<file path="config.mk">
export PLATFORM = sky130hd
export DESIGN_NAME = sevenseg_scan
export DESIGN_NICKNAME = d
export VERILOG_FILES = /design/src/rtl/sevenseg_scan.sv
export SDC_FILE = /design/constraint.sdc
export NUM_CORES = 1
export LEC_CHECK = 0
export CORE_MARGIN = 2
export CORE_UTILIZATION = 43
export DETAILED_ROUTE_END_ITERATION = 8
export PLACE_DENSITY = 0.62
export SLEW_MARGIN = 20
export SYNTH_ARGS = -nofsm -noshare
export SYNTH_HDL_FRONTEND = slang
export SYNTH_SLANG_ARGS = --single-unit
</file>
<file path="constraint.sdc">
create_clock -name clk -period 2.63 [get_ports clk]
set_clock_uncertainty 0.1 [all_clocks]
set_input_delay 0.3945 -clock clk [delete_from_list [all_inputs] [get_ports clk]]
set_output_delay 0.3945 -clock clk [all_outputs]
set_load 0.005 [all_outputs]
</file>
<file path="src/rtl/sevenseg_scan.sv">
// Multiplexed hex display scan controller feeding a seven-segment decoder.
// Values are double-buffered so the visible value only changes on a frame boundary.
module sevenseg_scan #(
    parameter int DIGITS  = 4,
    parameter int CLK_DIV = 50000
) (
    input  logic                  clk,
    input  logic                  rst_n,
    input  logic [4*DIGITS-1:0]   value,
    input  logic                  load,
    input  logic                  blank_lz,
    output logic [3:0]            digit_out,
    output logic [DIGITS-1:0]     an,
    output logic                  frame_done,
    output logic                  busy_pending
);

    localparam int PW = (CLK_DIV > 2) ? $clog2(CLK_DIV) : 1;
    localparam int IW = (DIGITS > 2) ? $clog2(DIGITS) : 1;
    localparam logic [PW-1:0] PRE_LAST = PW'(CLK_DIV - 1);
    localparam logic [IW-1:0] IDX_LAST = IW'(DIGITS - 1);

    logic [PW-1:0]         prescaler_q, prescaler_d;
    logic [IW-1:0]         idx_q, idx_d;
    logic [4*DIGITS-1:0]   disp_q, disp_d;
    logic [4*DIGITS-1:0]   pend_q, pend_d;
    logic                  pend_flag_q, pend_flag_d;
    logic [3:0]            digit_out_q, digit_out_d;
    logic [DIGITS-1:0]     an_q, an_d;
    logic                  frame_done_q, frame_done_d;

    logic                  tick;
    logic                  boundary;
    logic [DIGITS:0]       zero_from;
    logic [3:0]            nibble;
    logic                  blanked;

    always_comb begin
        tick        = (prescaler_q == PRE_LAST);
        boundary    = tick && (idx_q == IDX_LAST);
        prescaler_d = tick ? '0 : prescaler_q + PW'(1);
        idx_d       = idx_q;
        if (tick) begin
            idx_d = (idx_q == IDX_LAST) ? '0 : idx_q + IW'(1);
        end
        frame_done_d = boundary;
    end

    // A load coinciding with the boundary bypasses the pending buffer entirely.
    always_comb begin
        disp_d      = disp_q;
        pend_d      = pend_q;
        pend_flag_d = pend_flag_q;
        if (load) begin
            pend_d = value;
        end
        if (boundary && load) begin
            disp_d      = value;
            pend_flag_d = 1'b0;
        end else if (boundary && pend_flag_q) begin
            disp_d      = pend_q;
            pend_flag_d = 1'b0;
        end else if (load) begin
            pend_flag_d = 1'b1;
        end
    end

    // zero_from[i] is set when digits DIGITS-1..i of the displayed value are all zero.
    always_comb begin
        zero_from         = '0;
        zero_from[DIGITS] = 1'b1;
        for (int i = DIGITS - 1; i >= 0; i--) begin
            zero_from[i] = zero_from[i+1] && (disp_q[4*i +: 4] == 4'h0);
        end
        nibble  = 4'h0;
        blanked = 1'b0;
        for (int i = 0; i < DIGITS; i++) begin
            if (idx_q == IW'(i)) begin
                nibble  = disp_q[4*i +: 4];
                blanked = blank_lz && (i > 0) && zero_from[i];
            end
        end
        an_d        = blanked ? '1 : ~(DIGITS'(1) << idx_q);
        digit_out_d = blanked ? 4'h0 : nibble;
    end

    always_ff @(posedge clk or negedge rst_n) begin
        if (!rst_n) begin
            prescaler_q  <= '0;
            idx_q        <= '0;
            disp_q       <= '0;
            pend_q       <= '0;
            pend_flag_q  <= 1'b0;
            digit_out_q  <= 4'h0;
            an_q         <= '1;
            frame_done_q <= 1'b0;
        end else begin
            prescaler_q  <= prescaler_d;
            idx_q        <= idx_d;
            disp_q       <= disp_d;
            pend_q       <= pend_d;
            pend_flag_q  <= pend_flag_d;
            digit_out_q  <= digit_out_d;
            an_q         <= an_d;
            frame_done_q <= frame_done_d;
        end
    end

    assign digit_out    = digit_out_q;
    assign an           = an_q;
    assign frame_done   = frame_done_q;
    assign busy_pending = pend_flag_q;

endmodule

</file>
After elaboration in Yosys (flattened, before gate mapping)
Cells that the tools add are included.

Shifts and indexed selects: 1. Multiplexer cells: 16. Add/subtract/negate cells: 2. Reduce and logical (&&, ||, !) cells: 14. Equal/unequal tests: 4. Bitwise gates (word level): 1.

Operator list (number): two-way mux 16 bit (3); two-way mux 4 bit (6); adder 16 x 1 -> 16 bit, second input constant (1); equality test 16 bit, second input constant (1); zero test 4 bit (3); logical AND 1 bit (8); two-way mux 1 bit (6); equality test 2 bit, second input constant (2); inverter 4 bit (1); << shifter 1 x 2 -> 4 bit, first input constant (1); nonzero test 3 bit (1); adder 2 x 1 -> 2 bit, second input constant (1); equality test 2 x 1 -> 1 bit, second input constant (1); zero test 2 bit (1); two-way mux 2 bit (1); nonzero test 2 bit (1).

Flip-flop bits (word level): 60. Input port bits: 20. Logic and storage cells: 46.

Logic depth before layout (Yosys ltp)
Depth after elaboration: 8. Gate-level depth with buffers: 8. Gate-level depth less buffers: 6.

Worst setup path after synthesis
No wires, ideal clock.

Path type: register to register. Start point: reg prescaler_q[7]. End point: reg disp_q[0]. Cell stages (with the launch flop): 7. Clock period less this slack: 2.371 ns. Arrival time: 2.146 ns. Path slack: 0.259 ns. Path buffers: 2. Path through: dfrtp_1 -> or4b_1 -> or4_1 -> buf_2 -> or2_1 -> buf_6 -> mux2_4.

Cells in the longest elaborated chain, start to end: 4. Elaborated cells on any way between the ends: 6.

RTL lines: start: declaration (RTL line 23) `logic [PW-1:0] prescaler_q, prescaler_d;`; start signal: assignment (RTL line 98) `prescaler_q <= prescaler_d;`; equality test 16 bit (*) (RTL line 39) `tick = (prescaler_q == PRE_LAST);`; logical AND 1 bit (*) (RTL line 40) `boundary = tick && (idx_q == IDX_LAST);`; logical AND 1 bit, on equally long branches (RTL line 57, 60); two-way mux 16 bit / nonzero test 2 bit (equally long branches); end signal: assignment (RTL line 100) `disp_q <= disp_d;`; end: declaration (RTL line 25) `logic [4*DIGITS-1:0] disp_q, disp_d;`.

Mark *: on every way between the ends. The rest lies on a longest branch, timed or not. A chain may end at the register's enable or synchronous reset.

Worst setup path in the final report
Start point: reg prescaler_q[7]. End point: reg disp_q[4].

Same word-level chain as after synthesis.

==> impl_metrics.csv <==
group,metric,value,unit
power_and_ir_drop,internal_power,0.00165,W
sta,max_freq,417,MHz
clock_network,clkLatencyLatePin,0.34,ns
finish,design_area,3260,um2
sta,tightest_slew,1.02,ns
logic_synthesis,synthArstFlopShare,1.00,
power_and_ir_drop,comb_power_share,0.065,
clock_network,tritoncts,"yes",
placed_design,place_hpwl,3600,um
power_and_ir_drop,p_seq_frac,0.474,
detailed_routing,via_per_inst,5.41,
detailed_routing,wirelength,5100,um
placed_design,gp_congestion,0.804,
finish,final_common_cell,"dfrtp_1",
worst_setup_path,slowest_delay,0.53,ns
logic_synthesis,synth_seq_cells,60,
clock_network,post_cts_buffers,0,
detailed_routing,ant_nets,0,
worst_setup_path,startpoint_type,"register",
worst_setup_path,cpMaxStageDelayCell,"or4b_1",
sta,final_hold_viol_count,0,
global_routing,grt.total_usage,0.173,
worst_setup_path,r2r_cells,5,
floorplanning,num_rows,28,
sta,tns,0,ns
global_routing,grt_pass1_wl,8650,um
clock_network,path_clk_slew,0.07,ns
finish,nets,282,
sta,rsz0062_at_grt,"no",
finish,syn_to_final_growth,23.7,%
finish,antennaDiodeCount,0,
sta,setup-violations-final,0,
power_and_ir_drop,powerDensity,638,nW/um2
power_and_ir_drop,p_switching,0.000432,W
global_routing,grt-ovfl-total,0,
logic_synthesis,syn_nets,244,
worst_setup_path,crit_type,"reg -> reg",
finish,final_cell_mix,"dfrtp_1, clkdlybuf4s50_1, nand2_1, mux2_2",
sta,fin_crit_sh,0.912,
global_routing,grt_pass1_vias,1783,
floorplanning,dieHeight,82.3,um
power_and_ir_drop,switching_share,0.208,
clock_network,holdBufCountCts,0,
global_routing,grt_antenna_before_repair,0,
clock_network,clockRootBuffer,"clkbuf_8",
outcome,status,"finished, final reports clean",
sta,slew_violations,0,
power_and_ir_drop,peakVddDrop,0.000312,V
logic_synthesis,synth_ff_type,"dfrtp_1",
sta,period_needed,2.40,ns
logic_synthesis,yosysTopAreaCellShare,0.531,
floorplanning,dieArea,6780,um2
worst_setup_path,crit_chain,"or4b_1, or4_1, or2_1, buf_4, o2bb2ai_1",
logic_synthesis,yosysSeqAreaShare,0.571,
placed_design,dpl_cell_area,3030,um2
clock_network,clock_sinks,60,
finish,final_cells,337,
worst_setup_path,worst-path-max-fanout,10,
detailed_routing,dr.pass1.iters,4,
hold_path,min_path_type,"in -> async",
logic_synthesis,synth.distinct_cells,39,
floorplanning,ioPinCount,30,
logic_synthesis,avgSynthCellArea,12.0,um2
worst_setup_path,arrival,2.52,ns
logic_synthesis,syn-cell-area,2640,um2
finish,drive_above_1_share,0.191,
detailed_routing,vias,1822,
clock_network,post_cts_resize_count,0,
sta,max-slew-margin-rel,0.316,
worst_setup_path,cp.required,2.75,ns
worst_setup_path,crit_path_end_kind,"register",
detailed_routing,wl_per_cell,15.1,um
clock_network,htreeDepth,3,
run,max_cap_violations,0,
floorplanning,start_util,0.446,
detailed_routing,drt_iter0_drc,109,
floorplanning,fp.dieW,82.3,um
power_and_ir_drop,power_leakage,1.43,nW
global_routing,grt_max_degree,38,
placed_design,portBuffers,29,
logic_synthesis,synth_edf_count,0,
power_and_ir_drop,clockPowerShare,0.461,
logic_synthesis,synth_cells,219,
clock_network,cts_buffers,9,
placed_design,dp.cells,321,
floorplanning,design.core.area,5920,um2
detailed_routing,drc_errors,0,
clock_network,clockBufferDepth,2,
logic_synthesis,synth-warning-count,0,
logic_synthesis,synth_top_cell_by_area,"dfrtp_1",
logic_synthesis,synth.area.top_cells,"dfrtp_1, mux2_2, dfstp_2",
-- final cells by class --
cell class                      instances  area, um2
Clock inverter                          4       70.1
Fill cell                             514       2660
Inverter                                5       18.8
Timing Repair Buffer                   38        353
Clock buffer                           12        165
Tap cell                               75       93.8
Multi-Input combinational cell        143       1060
Sequential cell                        60       1510
-- worst max-delay path, delay by kind of cell (launching register included) --
| kind | cells | cell delay (ns) |
|---|---|---|
| buf+inv | 1 | 0.23 |
| simple gates | 3 | 1.39 |
| flops | 1 | 0.43 |
| compound gates | 1 | 0.13 |
-- per-stage QoR --
step | utilization | hold WS, ns | power, W | setup WS [ns]
after detailed placement | 0.511 | 0.375 | 0.00114 | 0.243
after floorplan | - | -0.00109 | 0.00106 | 0.259
after global routing | 0.551 | 0.107 | 0.00216 | 0.139
final | 0.551 | 0.0429 | 0.00208 | 0.232
after global placement | 0.511 | 0.372 | 0.00114 | 0.288
after CTS | 0.551 | 0.0770 | 0.00211 | 0.241
-- path summary, 6_finish.rpt --
path | from | to | slack [ns]
hold / removal | rst_n | prescaler_q[10]$_DFF_PN0_ | 0.04
max in group asynchronous | rst_n | disp_q[3]$_DFFE_PN0N_ | 1.70
setup reg to reg | prescaler_q[7]$_DFF_PN0_ | disp_q[4]$_DFFE_PN0N_ | 0.23
min in group clk | prescaler_q[13]$_DFF_PN0_ | prescaler_q[13]$_DFF_PN0_ | 0.38
setup / recovery | prescaler_q[7]$_DFF_PN0_ | disp_q[4]$_DFFE_PN0N_ | 0.23
hold reg to reg | prescaler_q[13]$_DFF_PN0_ | prescaler_q[13]$_DFF_PN0_ | 0.38
-- per-layer routing --
metal / track usage / routed length, um
met1: 0.239 / 2530
met2: 0.253 / 2280
met3: 0.0380 / 160
met4: 0.0950 / 126
met5: 0 / 0
-- logic make-up after synthesis --
kind of cell | Yosys count | share of synthesized area
flip-flops | 60 | 0.571
AND/OR/NAND/NOR | 64 | 0.129
XOR/XNOR | 10 | 0.0332
AO/OA/AOI/OAI | 44 | 0.125
multiplexers | 20 | 0.0887
adder cells (fa/ha/maj) | 5 | 0.0237
buffers and inverters | 16 | 0.0289
-- power groups by stage --
stage / combinational (W) / sequential [W] / clock [W]
2_1_floorplan: 0.0000658 / 0.000996 / 0
3_3_place_gp: 0.000137 / 0.00100 / 0
3_5_place_dp: 0.000140 / 0.00100 / 0
4_1_cts: 0.000140 / 0.000986 / 0.000979
5_1_grt: 0.000153 / 0.000990 / 0.00102
6_report: 0.000136 / 0.000986 / 0.000958
-- synth_stat cells (3+ instances only) --
| cell type | number |
|---|---|
| nor3_1 | 3 |
| nor2_1 | 10 |
| xor2_1 | 5 |
| a22oi_1 | 12 |
| and3_1 | 4 |
| nor2b_1 | 6 |
| nand2_1 | 15 |
| ha_1 | 5 |
| o2bb2ai_1 | 12 |
| a21oi_1 | 3 |
| nand2b_1 | 4 |
| dfstp_2 | 4 |
| buf_1 | 3 |
| o31ai_1 | 3 |
| mux2_4 | 3 |
| nand3_1 | 7 |
| dfrtp_1 | 56 |
| inv_1 | 5 |
| clkbuf_1 | 5 |
| o21ai_0 | 5 |
| xnor2_1 | 5 |
| a221oi_1 | 3 |
| mux2_2 | 15 |
| nor4_1 | 4 |
-- state kept, by name (all words and copies together), names as in the netlist --
name / flops
pend_q: 16
prescaler_q: 16
digit_out: 4
frame_done: 1
busy_pending: 1
an: 4
disp_q: 16
idx_q: 2
Power figures use the tool's default switching activity.
